[src/rtl/alu_pkg.sv]
// Package for the shared ALU arbiter slice.
// Contents:
//   - default datapath width and requester count
//   - opcode encodings
//   - FSM state encoding
//   - signed-overflow helper function
package alu_pkg;

    localparam int W    = 64;
    localparam int NREQ = 2;

    localparam logic [2:0] OP_ADD = 3'd0;
    localparam logic [2:0] OP_SUB = 3'd1;
    localparam logic [2:0] OP_AND = 3'd2;
    localparam logic [2:0] OP_OR  = 3'd3;
    localparam logic [2:0] OP_XOR = 3'd4;

    typedef enum logic [1:0] {
        ST_IDLE = 2'd0,
        ST_EXEC = 2'd1,
        ST_RESP = 2'd2
    } state_e;

    // Overflow of an addition y = a + b', given the sign bits of a, b' and y.
    // For SUB the caller passes the inverted sign of b, since a - b = a + ~b + 1.
    function automatic logic signed_ovf(input logic sign_a, input logic sign_b,
                                        input logic sign_y);
        return (sign_a == sign_b) && (sign_y != sign_a);
    endfunction

endpackage

[src/rtl/alu_core.sv]
// Combinational ALU: (op, a, b) -> (y, ovf, err).
// Ports:
//   op   in  3   opcode (ADD/SUB/AND/OR/XOR; 5..7 illegal)
//   a    in  W   operand A (two's complement)
//   b    in  W   operand B (two's complement)
//   y    out W   result, wraps modulo 2^W; zero for illegal opcodes
//   ovf  out 1   signed overflow, only meaningful for ADD/SUB
//   err  out 1   illegal opcode
module alu_core
    import alu_pkg::*;
#(
    parameter int W = alu_pkg::W
) (
    input  logic [2:0]   op,
    input  logic [W-1:0] a,
    input  logic [W-1:0] b,
    output logic [W-1:0] y,
    output logic         ovf,
    output logic         err
);

    // Opcode decode and result/flag generation.
    always_comb begin
        y   = '0;
        ovf = 1'b0;
        err = 1'b0;
        case (op)
            OP_ADD: begin
                y   = a + b;
                ovf = signed_ovf(a[W-1], b[W-1], y[W-1]);
            end
            OP_SUB: begin
                y   = a - b;
                ovf = signed_ovf(a[W-1], ~b[W-1], y[W-1]);
            end
            OP_AND: y = a & b;
            OP_OR:  y = a | b;
            OP_XOR: y = a ^ b;
            default: begin
                y   = '0;
                ovf = 1'b0;
                err = 1'b1;
            end
        endcase
    end

endmodule

[src/rtl/alu_req_arbiter.sv]
// Two-requester round-robin front end for one shared ALU.
// A request is accepted in IDLE, executed in EXEC and held as a tagged
// response in RESP until the consumer takes it.
// Ports:
//   clk, rst_n           clock, asynchronous active-low reset
//   req_valid/req_ready  per-requester handshake (ready is one-hot or zero)
//   req_op/req_a/req_b   per-requester operands, requester i in slice i
//   rsp_valid/rsp_ready  response handshake
//   rsp_id               index of the requester owning the response
//   rsp_y/rsp_ovf/rsp_err  result, signed overflow, illegal opcode
//   busy                 high while in EXEC or RESP
module alu_req_arbiter
    import alu_pkg::*;
#(
    parameter int W    = alu_pkg::W,
    parameter int NREQ = alu_pkg::NREQ
) (
    input  logic              clk,
    input  logic              rst_n,
    input  logic [NREQ-1:0]   req_valid,
    output logic [NREQ-1:0]   req_ready,
    input  logic [NREQ*3-1:0] req_op,
    input  logic [NREQ*W-1:0] req_a,
    input  logic [NREQ*W-1:0] req_b,
    output logic              rsp_valid,
    input  logic              rsp_ready,
    output logic              rsp_id,
    output logic [W-1:0]      rsp_y,
    output logic              rsp_ovf,
    output logic              rsp_err,
    output logic              busy
);

    state_e         state_r;
    state_e         state_nxt_s;
    logic           rr_ptr_r;
    logic           grant_s;
    logic           any_valid_s;
    logic           accept_s;
    logic [NREQ-1:0] req_ready_s;

    logic [2:0]     op_r;
    logic [W-1:0]   a_r;
    logic [W-1:0]   b_r;
    logic           id_r;
    logic [W-1:0]   y_r;
    logic           ovf_r;
    logic           err_r;

    logic [W-1:0]   alu_y_s;
    logic           alu_ovf_s;
    logic           alu_err_s;

    // Grant selection: the pointer holder wins, otherwise the other requester.
    always_comb begin
        any_valid_s = |req_valid;
        if (req_valid[rr_ptr_r]) begin
            grant_s = rr_ptr_r;
        end else begin
            grant_s = ~rr_ptr_r;
        end
    end

    // Next-state logic and combinational accept.
    always_comb begin
        state_nxt_s = state_r;
        req_ready_s = '0;
        accept_s    = 1'b0;
        case (state_r)
            ST_IDLE: begin
                if (any_valid_s) begin
                    req_ready_s[grant_s] = 1'b1;
                    accept_s             = 1'b1;
                    state_nxt_s          = ST_EXEC;
                end else begin
                    state_nxt_s = ST_IDLE;
                end
            end
            ST_EXEC: begin
                state_nxt_s = ST_RESP;
            end
            ST_RESP: begin
                if (rsp_ready) begin
                    state_nxt_s = ST_IDLE;
                end else begin
                    state_nxt_s = ST_RESP;
                end
            end
            default: begin
                state_nxt_s = ST_IDLE;
            end
        endcase
    end

    // State register.
    always_ff @(posedge clk or negedge rst_n) begin
        if (!rst_n) begin
            state_r <= ST_IDLE;
        end else begin
            state_r <= state_nxt_s;
        end
    end

    // Round-robin pointer: hand priority to the other requester once a response retires.
    always_ff @(posedge clk or negedge rst_n) begin
        if (!rst_n) begin
            rr_ptr_r <= 1'b0;
        end else if ((state_r == ST_RESP) && rsp_ready) begin
            rr_ptr_r <= ~id_r;
        end else begin
            rr_ptr_r <= rr_ptr_r;
        end
    end

    // Operand capture from the granted requester.
    always_ff @(posedge clk or negedge rst_n) begin
        if (!rst_n) begin
            op_r <= 3'd0;
            a_r  <= '0;
            b_r  <= '0;
            id_r <= 1'b0;
        end else if (accept_s) begin
            op_r <= grant_s ? req_op[5:3]     : req_op[2:0];
            a_r  <= grant_s ? req_a[2*W-1:W]  : req_a[W-1:0];
            b_r  <= grant_s ? req_b[2*W-1:W]  : req_b[W-1:0];
            id_r <= grant_s;
        end else begin
            op_r <= op_r;
            a_r  <= a_r;
            b_r  <= b_r;
            id_r <= id_r;
        end
    end

    alu_core #(.W(W)) u_alu_core (
        .op  (op_r),
        .a   (a_r),
        .b   (b_r),
        .y   (alu_y_s),
        .ovf (alu_ovf_s),
        .err (alu_err_s)
    );

    // Result registers, loaded in EXEC and held through RESP.
    always_ff @(posedge clk or negedge rst_n) begin
        if (!rst_n) begin
            y_r   <= '0;
            ovf_r <= 1'b0;
            err_r <= 1'b0;
        end else if (state_r == ST_EXEC) begin
            y_r   <= alu_y_s;
            ovf_r <= alu_ovf_s;
            err_r <= alu_err_s;
        end else begin
            y_r   <= y_r;
            ovf_r <= ovf_r;
            err_r <= err_r;
        end
    end

    // Accept is forced low while reset is asserted so every output reads zero.
    assign req_ready = req_ready_s & {NREQ{rst_n}};
    assign rsp_valid = (state_r == ST_RESP);
    assign busy      = (state_r != ST_IDLE);
    assign rsp_id    = id_r;
    assign rsp_y     = y_r;
    assign rsp_ovf   = ovf_r;
    assign rsp_err   = err_r;

endmodule

[config.mk]
export PLATFORM = sky130hd
export DESIGN_NAME = alu_req_arbiter
export DESIGN_NICKNAME = d
export VERILOG_FILES = /design/src/rtl/alu_pkg.sv /design/src/rtl/alu_core.sv /design/src/rtl/alu_req_arbiter.sv
export SDC_FILE = /design/constraint.sdc
export NUM_CORES = 1
export LEC_CHECK = 0
export ABC_AREA = 1
export CAP_MARGIN = 20
export CORE_UTILIZATION = 30
export CTS_CLUSTER_DIAMETER = 150
export CTS_CLUSTER_SIZE = 40
export DETAILED_ROUTE_END_ITERATION = 8
export SETUP_SLACK_MARGIN = 0.05
export SYNTH_ARGS = -nofsm -noshare
export SYNTH_HDL_FRONTEND = slang
export SYNTH_SLANG_ARGS = --single-unit
[constraint.sdc]
create_clock -name clk -period 3.5 [get_ports clk]
set_input_delay 0.7 -clock clk [delete_from_list [all_inputs] [get_ports clk]]
set_output_delay 0.7 -clock clk [all_outputs]
set_load 0.02 [all_outputs]
==> results of run 1 <==
[cell usage after synthesis, types with 7 or more instances]
library cell,count,share of area [%]
a21oi_1,180,3.9
nand4_1,25,0.67
buf_2,54,1.2
nand3b_1,9,0.29
ha_1,207,11
dfrtp_1,201,22
o21ai_0,84,1.8
o21bai_1,10,0.32
nor2_2,33,0.88
buf_4,15,0.48
nor3_1,21,0.45
and2_1,7,0.19
o211ai_1,132,4.2
inv_1,757,12
o22ai_1,44,1.2
clkbuf_1,69,1.1
buf_6,8,0.39
nand2_2,17,0.46
inv_2,14,0.22
nor2_1,273,4.4
nand3_1,384,8.2
a221oi_1,13,0.49
nand2_1,1384,22
o21ai_1,7,0.15
[through the flow]
step	worst slack (ns)	utilization, %
after CTS	0.315	36.9
final	0.240	36.9
after detailed placement	0.294	36.4
after global routing	0.134	36.9
after global placement	0.251	36.4
after floorplan	0.801	-
[worst register-to-register path, stage by stage, from the launching register on]
cell,delay (ns)
dfrtp_1,0.40
inv_1,0.07
ha_1,0.56
nand2_1,0.22
nor2_1,0.32
nand2_1,0.28
nor2_1,0.16
nand2_1,0.13
nand2_1,0.29
nand2_1,0.21
nand2_1,0.11
nand2_1,0.05
nand3_1,0.06
nand3_1,0.11
nand2_1,0.09
nand2_1,0.06
[layer usage]
metal	vias to the layer above	part of all wire, %	routed length [um]
met5	-	0.012	13
met3	146	7.4	8180
met1	12300	46	50600
met4	2	3.7	4110
li1	13000	-	-
met2	960	43	47900
[cell type report]
type	instances	area (um2)	area share, %
flip-flops and latches	201	5030	17.8
multi-input cells	2879	14700	52.1
well taps	1030	1290	4.57
repair buffers	398	3920	13.9
clock buffers	12	289	1.02
clock inverters	5	85.1	0.301
inverters	772	2910	10.3
[cells by family after synthesis]
logic type / count (synthesis) / synth area share (%)
DFF: 201 / 21.5
AOI/OAI and AO/OA: 495 / 12.9
adders and majority gates: 209 / 11.3
buffers and inverters: 924 / 15.6
xor gates and xnor gates: 3 / 0.112
and+or+nand+nor: 2172 / 38.6
[sequential cells by signal (all words and copies together) (netlist names)]
signal,count
op_r,3
rsp_y,64
a_r,64
rsp_id,1
rsp_ovf,1
b_r,64
state_r,2
rr_ptr_r,1
rsp_err,1
[path summary, 6_finish.rpt]
kind | startpoint | end | slack, ns | depth (start not counted)
max in group asynchronous | rst_n | rsp_y[32]$_DFFE_PN0N_ | 2.10 | 3
min in group clk | rsp_y[31]$_DFFE_PN0N_ | rsp_y[31]$_DFFE_PN0N_ | 0.49 | 2
setup / recovery | a_r[21]$_DFFE_PN0P_ | rsp_y[43]$_DFFE_PN0N_ | 0.24 | 15
hold / removal | rst_n | a_r[10]$_DFFE_PN0P_ | 0.18 | 2
hold reg to reg | rsp_y[31]$_DFFE_PN0N_ | rsp_y[31]$_DFFE_PN0N_ | 0.49 | 2
setup reg to reg | a_r[21]$_DFFE_PN0P_ | rsp_y[43]$_DFFE_PN0N_ | 0.24 | 15
==> flow_metrics.tcl, run 1 <==
set metrics [dict create \
    synth_area_mm2 0.0234 \
    synth_cells 4004 \
    crit_chain "inv_1, ha_1, nand2_1, nor2_1, nand2_1, nor2_1, nand2_1, nand2_1, nand2_1, nand2_1, nand2_1, nand3_1, nand3_1, nand2_1, nand2_1" \
    final_common_cell "nand2_1" \
    placed_area_mm2 0.0279 \
    grt_use_met2_pct 42.7 \
    cts.hold.buffers_added 0 \
    synthDistinctLibCells 46 \
    row_count 101 \
    cts_root_buffer "clkbuf_16" \
    firstDrtPassIters 8 \
    ctsHtreeMaxLevel 1 \
    critPathSlowestCell "ha_1" \
    portBuffers 337 \
    worstPathArrival_ns 3.67 \
    layout_common_cells "1384 x nand2_1, 756 x inv_1, 384 x nand3_1" \
    overflow 0 \
    hold-worst-slack_ns 0.177 \
    yosys_warnings 0 \
    cts_buffers 11 \
    tns_ns 0 \
    skew_ns 0.0601 \
    critPathCaptureType "flop" \
    ys_ff_latch 201 \
    grt_pass1_vias 25200 \
    path_buf_inv 1 \
    gr-usage-met1_pct 38.5 \
    layout-drive-gt1-share_pct 3.84 \
    coreArea_mm2 0.0765 \
    worst_slew_pin_slew_ns 0.892 \
    max_stage_delay_ns 0.56 \
    cts_buffer_depth 3 \
    layout.nets 4739 \
    grt_max_degree 140 \
    dieArea_mm2 0.0790 \
    track_usage_pct 27.4 \
    async_flop_share_pct 100 \
    finalSetupViolations 0 \
    grt_use_met3_pct 3.77 \
    place_hpwl_mm 91.9 \
    grt_first_pass_wirelength_mm 162 \
    post_cts_buffers 0 \
    hold_viol 0 \
    drc_errors 0 \
    cts_tree "built" \
    avgRoutedWirePerCell_um 20.9 \
    slew_headroom_pct 40.5 \
    dp.cells 5280 \
    crit_type "reg -> reg" \
    fillers 8643 \
    hp-class "in -> async" \
    outcome "complete, no violations" \
    period_needed_ns 3.26 \
    initial_core_util_pct 30.6 \
    synthesis.nets 4480 \
    critPathMostFrequentCell "nand2_1" \
    worstPathRequired_ns 3.91 \
    clock.fmax_mhz 307 \
    antenna_left 0 \
    clock_sinks 201 \
    die_h_um 281 \
    worstSetupStartpointType "flop" \
    num_vias 26400 \
    antenna_cells 0 \
    fin_area_mm2 0.0282 \
    cp_max_fo 8 \
    grt.busiest_layer "met2" \
    insertion_delay_ns 0.56 \
    cts_resized 0 \
    antenna_found_initial 1 \
    synth_area_per_cell_um2 5.83 \
    rsz0062_at_grt "no" \
    timing.final.crit_share_pct 93.2 \
    ios 338 \
    clk_pin_slew_ns 0.14 \
    ys_seq_area_share_pct 21.5 \
    max-cap-violations 0 \
    vias_per_cell 4.98 \
    synth-edff-count 0 \
    fin_cells 5297 \
    finalWirelength_mm 111 \
    report.final.slew_viol_count 0 \
    synth_ff_type "dfrtp_1" \
    drt-initial-drc-count 2625 \
    fp.dieW_um 281 \
    cpLargestDelayFamily "simple AND/OR/NAND/NOR gates" \
    syn_to_final_growth_pct 20.8 \
    gp_congestion 1.10 \
]
Power of run 1 is left out: the tool's default activity adds up to more than one toggle a clock period on the data nets, which glitch-free logic cannot reach.
==> inputs of run 2 (changes only) <==
--- a/config.mk
+++ b/config.mk
@@ -8,3 +8,2 @@
 export ABC_AREA = 1
-export CAP_MARGIN = 20
 export CORE_UTILIZATION = 30
==> constraint.sdc (replaced) <==
create_clock -name clk -period 4 [get_ports clk]
set_input_delay 0.8 -clock clk [delete_from_list [all_inputs] [get_ports clk]]
set_output_delay 0.8 -clock clk [all_outputs]
set_load 0.005 [all_outputs]
==> run 2 against run 1 <==
Final cell count down 0.34%; non-clock buffer count down 18; via count down 0.30%; critical path depth down 2; final area down 0.58%; sequential share of layout area up 0.10 points; routed wire length up 2.0%; highest routed layer is now met4.
==> flow_metrics.tcl, run 2 (same netlist as run 1, synthesis figures left out) <==
set metrics [dict create \
    grt_pass1_vias 25300 \
    critPathCaptureType "flop" \
    cts_buffers 10 \
    placed_area_mm2 0.0277 \
    coreArea_mm2 0.0765 \
    report.final.slew_viol_count 0 \
    firstDrtPassIters 6 \
    overflow 0 \
    portBuffers 337 \
    syn_to_final_growth_pct 20.1 \
    grt_first_pass_wirelength_mm 164 \
    avgRoutedWirePerCell_um 21.4 \
    cts_buffer_depth 3 \
    period_needed_ns 3.28 \
    hold-worst-slack_ns 0.136 \
    finalWirelength_mm 113 \
    gp_congestion 1.04 \
    antenna_found_initial 1 \
    outcome "complete, no violations" \
    hp-class "in -> async" \
    layout_common_cells "1384 x nand2_1, 756 x inv_1, 384 x nand3_1" \
    layout-drive-gt1-share_pct 3.41 \
    ctsHtreeMaxLevel 1 \
    clock.fmax_mhz 305 \
    max-cap-violations 0 \
    r2r_start "b_r[24]$_DFFE_PN0P_" \
    rsz0062_at_grt "no" \
    vdd_drop_max_v 0.000873 \
    tns_ns 0 \
    dp.cells 5262 \
    initial_core_util_pct 30.6 \
    drt-initial-drc-count 2355 \
    worstSetupStartpointType "flop" \
    insertion_delay_ns 0.55 \
    grt_max_degree 141 \
    worstPathRequired_ns 4.41 \
    powerDensity_mw_per_mm2 1020 \
    cts_resized 0 \
    clock_sinks 201 \
    final_common_cell "nand2_1" \
    fin_area_mm2 0.0281 \
    slew_headroom_pct 33.0 \
    cts.hold.buffers_added 0 \
    antenna_left 0 \
    num_vias 26300 \
    post_cts_buffers 0 \
    place_hpwl_mm 93.4 \
    worstPathArrival_ns 3.68 \
    skew_ns 0.0493 \
    ios 338 \
    cts_root_buffer "clkbuf_16" \
    vias_per_cell 4.99 \
    timing.final.crit_share_pct 82.0 \
    die_h_um 281 \
    worst_slew_pin_slew_ns 1.01 \
    final_util_pct 36.7 \
    critPathLaunch "b_r[24]$_DFFE_PN0P_" \
    crit_type "reg -> reg" \
    fp.dieW_um 281 \
    track_usage_pct 28.0 \
    fin_cells 5279 \
    layout.nets 4720 \
    dieArea_mm2 0.0790 \
    cts_tree "built" \
    clk_pin_slew_ns 0.13 \
    finalSetupViolations 0 \
    drc_errors 0 \
    cp_max_fo 9 \
    hold_viol 0 \
    leakage_nw 14.6 \
    row_count 101 \
]
==> run 2: cell types whose count changed in the layout (fill, tap and decap cells not counted) <==
cell and change:
buf_12 +1, buf_4 -19, clkbuf_8 -1, clkinv_4 +1
clkinv_8 -2, clkinvlp_4 +2, diode_2 +1, inv_16 -1
==> run 2: through the flow <==
step	power (mW)	setup WS (ns)
after global routing	31.0	0.544
after CTS	28.4	0.784
final	28.7	0.722
after detailed placement	26.9	0.839
after global placement	26.9	0.774
after floorplan	18.2	1.28
==> run 2: path summary, 6_finish.rpt <==
kind	slack, ns	cells past startpoint	to
setup / recovery	0.72	13	rsp_y[36]$_DFFE_PN0N_
hold reg to reg	0.49	1	rsp_y[23]$_DFFE_PN0N_
hold / removal	0.14	1	rsp_y[4]$_DFFE_PN0N_
min in group clk	0.49	1	rsp_y[23]$_DFFE_PN0N_
setup reg to reg	0.72	13	rsp_y[36]$_DFFE_PN0N_
max in group asynchronous	2.78	2	a_r[36]$_DFFE_PN0P_
==> run 2: layout make-up <==
class                      instances  area (um2)
fill                            8572       48400
multi-input combinational       2879       14700
sequential                       201        5030
timing repair buffer             380        3800
inverter                         772        2910
tap                             1030        1290
clock buffer                      11         275
clock inverter                     5        56.3
antenna                            1        2.50
==> run 2: metal layers <==
metal  GRT usage [%]  part of all wire (%)  vias to the layer above
met2            44.9                    44                      911
met3            2.68                   6.5                      102
met5               0                     0                        -
met1            40.1                    47                    12400
met4            6.39                   2.3                        0
li1                -                     -                    12900
==> run 2: worst max-delay path, cell delays in order (launching register included) <==
cell     delay (ns)
dfrtp_1        0.39
inv_1          0.08
ha_1           0.46
nand2_1        0.16
nor2_1         0.51
nand2_1        0.29
nor2_1         0.29
nand3_1        0.33
nand3_1        0.20
nand2_1        0.06
nand3_1        0.07
nand3_1        0.16
nand2_1        0.10
nand2_1        0.06
==> run 2: report_power, final <==
group          total, mW  internal (mW)  switching [mW]
Clock               1.33          0.532           0.798
Sequential          3.75           2.99           0.759
Combinational       23.6           6.74            16.9
No activity file was read; power rests on OpenSTA's default activity.
